<file path="config.mk">
export PLATFORM = sky130hd
export DESIGN_NAME = reduce_nx1_seq
export DESIGN_NICKNAME = d
export VERILOG_FILES = /design/src/rtl/reduce_nx1_seq.sv
export SDC_FILE = /design/constraint.sdc
export NUM_CORES = 1
export LEC_CHECK = 0
export CAP_MARGIN = 40
export CORE_MARGIN = 1.5
export CORE_UTILIZATION = 45
export CTS_CLUSTER_DIAMETER = 150
export DETAILED_ROUTE_END_ITERATION = 10
export GPL_TIMING_DRIVEN = 0
export PLACE_DENSITY = 0.69
export SLEW_MARGIN = 5
export SYNTH_ARGS = -nofsm -noshare
export SYNTH_HDL_FRONTEND = slang
export SYNTH_SLANG_ARGS = --single-unit
</file>
<file path="constraint.sdc">
create_clock -name CLK -period 1.7 [get_ports CLK]
set_input_delay 0.34 -clock CLK [delete_from_list [all_inputs] [get_ports CLK]]
set_output_delay 0.34 -clock CLK [all_outputs]
set_load 0.1 [all_outputs]
</file>
<file path="src/rtl/reduce_nx1_seq.sv">
// reduce_nx1_seq: multi-cycle bit-reduction engine (OR / AND / XOR / NOR).
// A WIDTH-bit operand is reduced to one bit, CHUNK bits per clock, under a
// START / BUSY / DONE handshake. Synchronous active-high reset.
// Optional build macro REDUCE_EARLY_EXIT_EN: stop consuming chunks as soon as
// the result is decided (OR/NOR on a chunk containing a 1, AND on a chunk
// containing a 0). RESULT is the same in both builds; only CYC_CNT and latency
// differ.
module reduce_nx1_seq #(
  parameter int WIDTH = 32,
  parameter int CHUNK = 4,
  localparam int N  = WIDTH / CHUNK,
  localparam int CW = $clog2(N + 1)
) (
  input  logic             CLK,
  input  logic             RST,
  input  logic             START,
  input  logic [1:0]       MODE,
  input  logic [WIDTH-1:0] OPERAND,
  output logic             BUSY,
  output logic             DONE,
  output logic             RESULT,
  output logic [CW-1:0]    CYC_CNT
);

  typedef enum logic [1:0] {
    S_IDLE = 2'b00,
    S_BUSY = 2'b01,
    S_DONE = 2'b10
  } state_t;

  typedef enum logic [1:0] {
    M_OR  = 2'b00,
    M_AND = 2'b01,
    M_XOR = 2'b10,
    M_NOR = 2'b11
  } mode_t;

  localparam logic [CW-1:0] LAST_IDX = CW'(N - 1);

  state_t             state;
  mode_t              mode_q;
  logic [WIDTH-1:0]   opr_q;
  logic [CW-1:0]      idx_q;
  logic               acc_q;
  logic               acc_nxt;
  logic               stop;
  logic [CHUNK-1:0]   chunk;

  // The latched operand is shifted down one chunk per BUSY cycle, so the
  // current chunk is always the low CHUNK bits (LSB chunk first).
  assign chunk = opr_q[CHUNK-1:0];

  // Fold the current chunk into the accumulator according to the latched mode.
  always_comb begin
    acc_nxt = acc_q;
    case (mode_q)
      M_OR, M_NOR: acc_nxt = acc_q | (|chunk);
      M_AND:       acc_nxt = acc_q & (&chunk);
      M_XOR:       acc_nxt = acc_q ^ (^chunk);
      default:     acc_nxt = acc_q;
    endcase
  end

  // Decide whether the chunk being consumed this cycle is the final one.
  always_comb begin
    stop = (idx_q == LAST_IDX);
`ifdef REDUCE_EARLY_EXIT_EN
    case (mode_q)
      M_OR, M_NOR: if (|chunk)    stop = 1'b1;
      M_AND:       if (!(&chunk)) stop = 1'b1;
      default:     ;
    endcase
`endif
  end

  // Control FSM with registered handshake outputs, result and cycle count.
  always_ff @(posedge CLK) begin
    if (RST) begin
      state   <= S_IDLE;
      mode_q  <= M_OR;
      opr_q   <= '0;
      idx_q   <= '0;
      acc_q   <= 1'b0;
      BUSY    <= 1'b0;
      DONE    <= 1'b0;
      RESULT  <= 1'b0;
      CYC_CNT <= '0;
    end else begin
      case (state)
        S_IDLE, S_DONE: begin
          DONE <= 1'b0;
          if (START) begin
            state  <= S_BUSY;
            BUSY   <= 1'b1;
            mode_q <= mode_t'(MODE);
            opr_q  <= OPERAND;
            idx_q  <= '0;
            acc_q  <= (mode_t'(MODE) == M_AND);
          end else begin
            state <= S_IDLE;
            BUSY  <= 1'b0;
          end
        end
        S_BUSY: begin
          acc_q <= acc_nxt;
          idx_q <= idx_q + 1'b1;
          opr_q <= opr_q >> CHUNK;
          if (stop) begin
            state   <= S_DONE;
            BUSY    <= 1'b0;
            DONE    <= 1'b1;
            RESULT  <= acc_nxt ^ (mode_q == M_NOR);
            CYC_CNT <= idx_q + 1'b1;
          end
        end
        default: begin
          state <= S_IDLE;
          BUSY  <= 1'b0;
          DONE  <= 1'b0;
        end
      endcase
    end
  end

endmodule
</file>
Word level (Yosys, flattened, before mapping)
Index checks and enable logic that the tools add are counted.

Bits of input ports: 37. Bits in writable memories: 0. Bits in latches: 0. Memories kept: 0. Bits in registers: 48. ROM bits: 0. Word-level logic and storage cells: 49.

Reductions and logical operators: 12. $add $sub $neg: 1. Shift operators: 0. Div/mod/pow operators: 0. $mul: 0. Bitwise operators: 5. Magnitude comparators: 0. Muxes and demuxes: 13. Eq/ne operators: 9.

Operator list (number): $pmux W32 S2 (1); $mux W32 (1); $pmux W4 S2 (1); $eq A2 B1 Y1 const B (3); $eq A2 B2 Y1 const B (3); $reduce_and A2 Y1 (3); $reduce_or A2 Y1 (3); $add A4 B1 Y4 const B (1); $eq A4 B3 Y1 const B (1); $logic_not A2 Y1 (2); $mux W1 (4); $mux W4 (1); $ne A2 B2 Y1 const B (2); $pmux W1 S2 (2); $pmux W2 S2 (1); $reduce_and A4 Y1 (1); $reduce_or A4 Y1 (1); $reduce_xor A4 Y1 (1); $pmux W1 S3 (1); $mux W2 (1); $reduce_bool A2 Y1 (1); $xor A1 B1 Y1 (2); $and A1 B1 Y1 (1); $not A1 Y1 (1); $or A1 B1 Y1 (1).

Longest topological paths before layout
Word-level depth: 4. Depth in mapped cells: 6. Depth with buffers taken out: 6.

Worst setup path before layout
No wires, ideal clock.

Path type: reg-to-reg. From: register opr_q[2]. To: register RESULT. Slack: 0.155 ns. Data arrival time: 1.457 ns. Library setup time: 0.088 ns. Cell stages (with the launch flop): 7. Path buffers: 0. Period minus slack after synthesis: 1.545 ns. Path through: dfxtp_1 -> inv_1 -> ha_1 -> xnor3_1 -> o21ai_2 -> nand3b_1 -> a311oi_2.

Cells in the longest elaborated chain, start to end: 4. Elaborated cells on any way between the ends: 8. Those cells by class: mux (1); bitwise (4); reduce/logical (3).

Ends and longest elaborated chain: start, declared (line 42) `logic [WIDTH-1:0] opr_q;`; start signal, assigned (line 107) `opr_q <= opr_q >> CHUNK;`; $reduce_xor A4 Y1, or another cell as far along (line 59) `M_XOR: acc_nxt = acc_q ^ (^chunk);`; $xor A1 B1 Y1, or another cell as far along (line 59); $pmux W1 S3 (*) (line 56) `case (mode_q)`; $xor A1 B1 Y1 (*) (line 112) `RESULT <= acc_nxt ^ (mode_q == M_NOR);`; end signal, assigned (line 112); end, declared (line 21) `output logic RESULT,`.

Mark *: on every way between the ends. The rest lies on a longest branch, timed or not. A chain may end at the register's enable or synchronous reset.

Final worst setup path
From: register opr_q[1]. To: register RESULT.

The elaborated chain is that of the path after synthesis.

==> impl_metrics.toml <==
[clock_tree]
cts_tree = "yes"
cts_hold_buf = 0
cts_max_path_buffers = 2
clkSinkCount = 48
cts_buffers = 5
clk_pin_slew_worst_paths_ps = 80
htreeDepth = 2
root_buffer = "clkbuf_8"
clk_latency_ps = 300

[synthesis]
synth.net_count = 268
synthCells = 223
yosysWarnings = 0
avgSynthCellArea_um2 = 8.93
ys_types = 30
ys_ff_latch = 48
yosysSeqAreaShare_pct = 48.3
synthesis.area_um2 = 1990

[floorplan]
fp.coreArea_um2 = 4290
ios = 44
die_area_um2 = 4830
core.rowCount = 24
die_w_um = 69.5
start_util_pct = 46.4
die_h_um = 69.5

[grt]
grt_first_pass_wirelength_mm = 7.27
grt_max_degree = 14
grt_pass1_vias = 1622
grtUsageTotal_pct = 18.6
overflow = 0
antenna_found_initial = 0
grt_use_met1_pct = 24.1
use_met2_pct = 30.0
grtUsageMet3_pct = 4.65
gr-max-usage-layer = "met2"

[sta]
slew_headroom_pct = 65.7
fmax_ghz = 0.615
clock-skew-final_ps = 2.65
period_share_pct = 95.6
maxSlewViolCount = 0
worst_pin_slew_ps = 514
hold_viol = 0
fin_crit_ps = 1620
rsz0062_at_grt = "false"
setup_viol = 0

[place]
port_buffers = 42
dp.cells = 324
dp_hpwl_mm = 3.05
finalWeightedCongestion = 0.737

[routing]
wl_mm = 4.31
avgRoutedWirePerCell_um = 13.1
drc = 0
avgViaCountPerCell = 5.42
antenna_left = 0
vias = 1778
drtIter0Drc = 80
first_pass_iters = 4

[critical_path]
crit_fanout = 3
worstPathArrival_ps = 1830
worstSetupEndpointType = "register"
criticalPathCategory = "register to register"
crit_required_ps = 1910
cp-start-kind = "register"

[layout]
final_common_cell = "dfxtp_1"
fillers = 402
nNetsFinal = 321
final_cells = 328
syn_to_final_growth_pct = 35.8
antenna_cells = 0
drive_gt1_share_pct = 14.1
final_cell_mix = "dfxtp_1 (44), a21oi_1 (35), clkdlybuf4s50_1 (35)"
utilization_pct = 63.0

[power_and_ir_drop]
p_per_area_nw_per_um2 = 837
finalPower_uw = 2260
power.share.sequential_pct = 54.4
power.share.clock_pct = 27.9
p_int_uw = 1670
switching_share_pct = 26.3
ir_drop_mv = 0.561
power.leakage_uw = 0.00104
pwr-share-comb_pct = 17.7
switchingPower_uw = 596

[outcome]
outcome = "completed"

[flow_run]
cap_violations = 0

[hold_path]
hp-class = "input pin to register"
## cells in the mapped netlist
cell type,n,area (um^2)
a41oi_1,1,8.76
dfxtp_1,48,961
mux2i_1,1,10.0
a21bo_2,1,10.0
a32oi_1,1,8.76
xnor3_1,1,22.5
buf_1,1,3.75
nor2_4,1,11.3
buf_2,9,45.0
o21ai_0,2,10.0
nor2_1,13,48.8
nor3_1,1,5.00
inv_1,9,33.8
a311oi_2,1,15.0
nand2_1,34,128
nand2b_1,2,12.5
nand3b_1,3,22.5
nor3b_1,1,7.51
nand3_1,1,5.00
clkbuf_1,6,22.5
mux2_2,1,11.3
o21ai_2,1,8.76
a21oi_1,35,175
a211oi_1,2,15.0
a22oi_1,33,248
ha_1,8,100
nor2b_1,2,12.5
nand4_1,2,12.5
o21a_1,1,7.51
nand4b_1,1,8.76
## per-stage QoR
step                cell area [um^2]  setup slack [ps]  hold slack (ps)  TNS, ps
floorplan                       1990               155              437        0
global placement                2480              -228              442    -5820
detailed placement              2580              -242              448    -5520
CTS                             2660              1.07              415        0
global route                    2700              1.20              456        0
finish                          2700              75.0              422        0
## final cells by class
| class | instances | area (um^2) | area share (%) |
|---|---|---|---|
| plain buffers | 16 | 78.8 | 2.92 |
| repair buffers | 46 | 531 | 19.6 |
| well taps | 52 | 65.1 | 2.41 |
| clock buffers | 6 | 72.6 | 2.68 |
| multi-input cells | 150 | 952 | 35.2 |
| inverters | 9 | 33.8 | 1.25 |
| clock inverters | 1 | 5.00 | 0.185 |
| flip-flops and latches | 48 | 966 | 35.7 |
## power groups by stage
stage	Combinational, uW	Sequential (uW)	Clock [uW]
after floorplan	220	1260	0
after global placement	373	1250	0
after detailed placement	384	1260	0
after global routing	442	1240	695
final	400	1230	631
after CTS	386	1230	650
## routing by layer
layer	routed length (um)	up-vias
met5	0	-
met3	194	5
met4	42	0
met1	2010	838
met2	2060	40
li1	-	895
## kinds of logic (layout without fill, tap and decap cells)
| kind of cell | count (synthesis) | count (layout) | share of synthesized area (%) |
|---|---|---|---|
| muxes | 2 | 2 | 1.07 |
| xor gates and xnor gates | 1 | 1 | 1.13 |
| DFF | 48 | 48 | 48.3 |
| and+or+nand+nor | 61 | 61 | 13.8 |
| buffers and inverters | 25 | 78 | 5.28 |
| AOI/OAI and AO/OA | 78 | 78 | 25.5 |
| adders and majority gates | 8 | 8 | 5.03 |
## worst max-delay path, stage by stage (launching register included)
cell and delay, ps:
dfxtp_2 360, inv_2 50, ha_4 230, xnor3_1 340, o21ai_2 190, nand3b_1 110, a311oi_2 270
## worst paths after layout
check	startpoint	endpoint	slack, ps	cells past startpoint
worst min register to register	opr_q[15]	opr_q[15]	460	2
worst max register to register	opr_q[1]	RESULT	80	6
worst min-delay path	RST	idx_q[3]	420	2
worst max-delay path	opr_q[1]	RESULT	80	6
## repair_timing
item                                    in CTS  in global routing
setup buffers                                0                  2
endpoints found under the setup margin       3                 26
pin swaps                                    0                  4
resized for setup                            2                 22
## sequential cells by signal, summed over array words and instances, names as in the netlist
signal	cells
CYC_CNT	4
RESULT	1
mode_q	2
acc_q	1
state	2
DONE	1
opr_q	32
idx_q	4
BUSY	1
No activity file was read; power rests on OpenSTA's default activity.
